===== config.mk =====
export PLATFORM = sky130hd
export DESIGN_NAME = pc_fetch_unit
export DESIGN_NICKNAME = d
export VERILOG_FILES = /design/src/rtl/risc_pkg.sv /design/src/rtl/pc_next_sel.sv /design/src/rtl/pc_fetch_unit.sv
export SDC_FILE = /design/constraint.sdc
export NUM_CORES = 1
export LEC_CHECK = 0
export CORE_UTILIZATION = 45
export CTS_BUF_LIST = sky130_fd_sc_hd__clkbuf_8
export DETAILED_ROUTE_END_ITERATION = 6
export PLACE_DENSITY = 0.82
export SETUP_SLACK_MARGIN = 0.15
export SKIP_CTS_REPAIR_TIMING = 1
export SYNTH_ARGS = -nofsm -noshare
export SYNTH_HDL_FRONTEND = slang
export SYNTH_SLANG_ARGS = --single-unit

===== constraint.sdc =====
create_clock -name clock_i -period 4.4 [get_ports clock_i]
set_input_delay 0.88 -clock clock_i [delete_from_list [all_inputs] [get_ports clock_i]]
set_output_delay 0.88 -clock clock_i [all_outputs]
set_load 0.03 [all_outputs]

===== src/rtl/risc_pkg.sv =====
// Shared types and constants for the fetch front end.
package risc_pkg;

  localparam int XLEN = 32;

  localparam logic [XLEN-1:0] RISC_NOP = 32'h0000_0013;

  typedef enum logic [1:0] {
    ST_REQ  = 2'd0,
    ST_WAIT = 2'd1,
    ST_HOLD = 2'd2
  } fetch_state_e;

endpackage


===== src/rtl/pc_next_sel.sv =====
// Next-PC selection: redirect target, sequential advance or hold, plus misalign detect.
module pc_next_sel
  import risc_pkg::*;
(
  input  logic [XLEN-1:0] pc_i,
  input  logic [XLEN-1:0] target_i,
  input  logic            taken_i,
  input  logic            advance_i,
  output logic [XLEN-1:0] pc_next_o,
  output logic            misalign_o
);

  always_comb begin
    pc_next_o = pc_i;
    if (taken_i) begin
      // Low bits of the target are dropped so fetches stay word aligned.
      pc_next_o = {target_i[XLEN-1:2], 2'b00};
    end else if (advance_i) begin
      pc_next_o = pc_i + 32'd4;
    end
  end

  assign misalign_o = taken_i & (target_i[1:0] != 2'b00);

endmodule


===== src/rtl/pc_fetch_unit.sv =====
// Architectural PC plus a single-outstanding instruction fetch with a decode handshake.
module pc_fetch_unit
  import risc_pkg::*;
#(
  parameter logic [XLEN-1:0] RESET_PC  = 32'h0000_0000,
  parameter logic [XLEN-1:0] NOP_INSTR = RISC_NOP
) (
  input  logic            clock_i,
  input  logic            reset_i,
  input  logic            branch_i,
  input  logic            zero_i,
  input  logic [XLEN-1:0] branch_target_i,
  input  logic            stall_i,
  output logic            imem_req_valid_o,
  output logic [XLEN-1:0] imem_req_addr_o,
  input  logic            imem_req_ready_i,
  input  logic            imem_resp_valid_i,
  input  logic [XLEN-1:0] imem_resp_data_i,
  output logic            instr_valid_o,
  output logic [XLEN-1:0] instr_out_o,
  output logic [XLEN-1:0] instr_pc_o,
  input  logic            decode_ready_i,
  output logic            misalign_err_o
);

  fetch_state_e    state_q, state_d;
  logic [XLEN-1:0] pc_q, pc_d;
  logic            squash_q, squash_d;
  logic            instr_valid_q, instr_valid_d;
  logic [XLEN-1:0] instr_out_q, instr_out_d;
  logic [XLEN-1:0] instr_pc_q, instr_pc_d;
  logic            misalign_q, misalign_d;

  logic taken;
  logic handshake;
  logic advance;

  assign taken     = branch_i & zero_i;
  assign handshake = (state_q == ST_REQ) & imem_req_ready_i;

  pc_next_sel u_pc_next_sel (
    .pc_i      (pc_q),
    .target_i  (branch_target_i),
    .taken_i   (taken),
    .advance_i (advance),
    .pc_next_o (pc_d),
    .misalign_o(misalign_d)
  );

  always_comb begin
    state_d       = state_q;
    squash_d      = squash_q;
    instr_valid_d = instr_valid_q;
    instr_out_d   = instr_out_q;
    instr_pc_d    = instr_pc_q;
    advance       = 1'b0;
    case (state_q)
      ST_REQ: begin
        if (handshake) begin
          state_d  = ST_WAIT;
          squash_d = taken;
        end
      end
      ST_WAIT: begin
        if (imem_resp_valid_i) begin
          if (squash_q || taken) begin
            squash_d = 1'b0;
            state_d  = ST_REQ;
          end else begin
            advance       = 1'b1;
            instr_out_d   = imem_resp_data_i;
            instr_pc_d    = pc_q;
            instr_valid_d = 1'b1;
            state_d       = ST_HOLD;
          end
        end else if (taken) begin
          squash_d = 1'b1;
        end
      end
      ST_HOLD: begin
        if (taken || (decode_ready_i && !stall_i)) begin
          instr_valid_d = 1'b0;
          instr_out_d   = NOP_INSTR;
          state_d       = ST_REQ;
        end
      end
      default: begin
        state_d  = ST_REQ;
        squash_d = 1'b0;
      end
    endcase
  end

  always_ff @(posedge clock_i or posedge reset_i) begin
    if (reset_i) begin
      state_q       <= ST_REQ;
      pc_q          <= RESET_PC;
      squash_q      <= 1'b0;
      instr_valid_q <= 1'b0;
      instr_out_q   <= NOP_INSTR;
      instr_pc_q    <= RESET_PC;
      misalign_q    <= 1'b0;
    end else begin
      state_q       <= state_d;
      pc_q          <= pc_d;
      squash_q      <= squash_d;
      instr_valid_q <= instr_valid_d;
      instr_out_q   <= instr_out_d;
      instr_pc_q    <= instr_pc_d;
      misalign_q    <= misalign_d;
    end
  end

  // Request is masked while reset is held so it drops immediately, then rises right after release.
  assign imem_req_valid_o = (state_q == ST_REQ) & ~reset_i;
  assign imem_req_addr_o  = pc_q;
  assign instr_valid_o    = instr_valid_q;
  assign instr_out_o      = instr_out_q;
  assign instr_pc_o       = instr_pc_q;
  assign misalign_err_o   = misalign_q;

endmodule


==> out/qor.yml <==
slew_headroom_pct: 42.4
min_path_cells: 2
status: "finished, final reports clean"
clk_pin_slew_ps: 90
grt_pass1_wl_um: 19200
finalNetCount: 665
area_growth_syn_to_layout_pct: 45.4
num_vias: 3846
r2r_start: "state_q[1]"
cts_buffer_depth: 2
power_uw: 4080
track_usage_pct: 24.9
worst_slack_ps: 1330
fp.dieH_um: 100
worstReg2RegEnd: "instr_out_o[25]"
crit_path_end_kind: "output port"
p_leak_uw: 0.00269
dieArea_um2: 10100
start_util_pct: 46.8
drc: 0
cts_buffers: 9
peakVddDrop_v: 0.000387
synth_cells: 434
ant_nets: 0
ys_seq_area_share_pct: 55.7
core_area_um2: 9330
worstMarginPinSlew_ps: 863
reg2regPathDepth: 4
initialDrtViolationCount: 195
holdWs_ps: 479
power_density_nw_per_um2: 644
avgRoutedWirePerCell_um: 16.3
slew_violations: 0
r2r_slack_ps: 2120
cts_tree: "yes"
setup.worst_path.start: "reset_i"
viasPerCell: 5.30
antenna_found_initial: 0
fin_crit_ps: 3070
fin_crit_sh_pct: 69.8
wl_um: 11900
cap_violations: 0
critPathMaxFanout: 2
fmax_mhz: 325
n_antenna_cell: 0
finalHoldViolCount: 0
rsz0062_at_grt: "no"
finalClockSkew_ps: 15.1
fill_cells: 745
htreeDepth: 3
synthDistinctLibCells: 46
drive_gt1_share_pct: 7.54
io_buffers: 166
ios: 171
fin_tns_setup_ps: 0
syn_area_um2: 4360
ys_seq_elements: 97
grt-ovfl-total: 0
dpl.hpwl_um: 8570
clk_latency_ps: 360
cts.sinks: 97
arrival_ps: 2190
grt_max_degree: 72
finalSetupViolCount: 0
die_w_um: 100
synth_warnings: 0
required_ps: 3520
fp-row-count: 35
gp_congestion: 0.788
cts_root_buffer: "clkbuf_8"
grt_pass1_vias: 3925
drt-pass1-iter-count: 4
hp-class: "reg2reg"
path_class: "in2out"
crit_path_end: "imem_req_valid_o"
avgSynthCellArea_um2: 10.0
start_kind: "input pin"
dp_slack_ps: 1210
report_power, final:
group	internal, uW	total (uW)	switching (uW)
Combinational	826	1960	1130
Clock	333	636	303
Sequential	1220	1490	270
through the flow:
stage	utilization [%]	instances	cell area, um^2
after global placement	65.6	710	6120
after global routing	68.0	726	6340
after floorplan	-	437	4370
final	68.0	726	6340
after CTS	68.0	726	6340
after detailed placement	65.6	710	6120
worst max-delay path, cell delays in order:
cell	delay (ps)
clkdlybuf4s50_1	460
nor3_1	150
clkdlybuf4s50_1	710
cell type report:
cell class	count	area (um^2)	area share, %
Multi-Input combinational cell	308	1800	28.4
Inverter	4	17.5	0.276
Clock inverter	6	83.8	1.32
Sequential cell	97	2430	38.3
Timing Repair Buffer	172	1710	26.9
Tap cell	129	161	2.55
Clock buffer	10	138	2.17
flip-flops by register name, indices dropped and copies added, names as in the netlist:
signal           cells
misalign_err_o       1
state_q              2
instr_valid_o        1
squash_q             1
instr_out_o         32
imem_req_addr_o     30
instr_pc_o          30
cell usage after synthesis (all sizes together):
| cell | instances | area [um^2] |
|---|---|---|
| and4 | 4 | 37.5 |
| o31a | 1 | 8.76 |
| a211oi | 4 | 30.0 |
| o211ai | 3 | 22.5 |
| conb | 1 | 3.75 |
| inv | 4 | 15.0 |
| o32a | 1 | 10.0 |
| xor2 | 12 | 105 |
| nand3 | 16 | 110 |
| nor3 | 7 | 40.0 |
| a21oi | 6 | 30.0 |
| a22o | 29 | 254 |
| clkbuf | 11 | 41.3 |
| dfrtp | 94 | 2350 |
| ha | 1 | 12.5 |
| nand2b | 2 | 12.5 |
| and3 | 4 | 25.0 |
| buf | 17 | 96.3 |
| dfstp | 3 | 78.8 |
| o22a | 3 | 26.3 |
| a311oi | 4 | 35.0 |
| nand4 | 10 | 75.1 |
| nor2b | 1 | 6.26 |
| a31oi | 1 | 6.26 |
| nor4 | 12 | 143 |
| o311ai | 1 | 8.76 |
| and4bb | 1 | 12.5 |
| nand2 | 131 | 494 |
| xnor2 | 8 | 70.1 |
| nor2 | 17 | 63.8 |
| nand4bb | 1 | 11.3 |
| and2 | 1 | 6.26 |
| o21ai | 21 | 105 |
| or2 | 2 | 12.5 |
logic make-up (layout without fill, tap and decap cells):
group                    count (synthesis)  in the layout  synth area share, %
flip-flops                              97             97                 55.7
adder cells (fa/ha/maj)                  1              1                0.287
AO/OA/AOI/OAI                           74             74                 12.3
XOR/XNOR                                20             20                 4.02
AND/OR/NAND/NOR                        209            209                 24.1
buffers and inverters                   32            192                 3.50
other                                    1              4               0.0860
layout by cell type (no fill, tap or decap), types with 5 or more instances in the layout:
master           instances
a22o_1                  29
a21oi_1                  5
o21ai_0                 10
dfrtp_1                 94
clkdlybuf4s50_1        166
o21ai_1                 11
xnor2_1                  8
nor4_2                   6
nand3_1                 13
nor3_1                   6
clkbuf_8                10
nor2_1                  16
xor2_1                  12
buf_4                    6
nand4_1                  8
nand2_1                130
routing by layer:
layer	global-route usage [%]	part of all wire (%)	vias to the layer above
met5	0	0	-
met4	9.59	1.4	0
met3	7.07	8.5	12
met2	41.3	50	157
met1	30.9	40	1863
li1	-	-	1814
how the worst min path moves through the flow:
stage                   startpoint             end  slack, ps
floorplan               state_q[1]      state_q[0]        470
global placement    instr_pc_o[17]  instr_pc_o[17]        460
detailed placement  instr_pc_o[17]  instr_pc_o[17]        460
CTS                  instr_valid_o   instr_valid_o        480
global route        instr_pc_o[21]  instr_pc_o[21]        510
finish              instr_pc_o[17]  instr_pc_o[17]        480
Power figures use the tool's default switching activity.
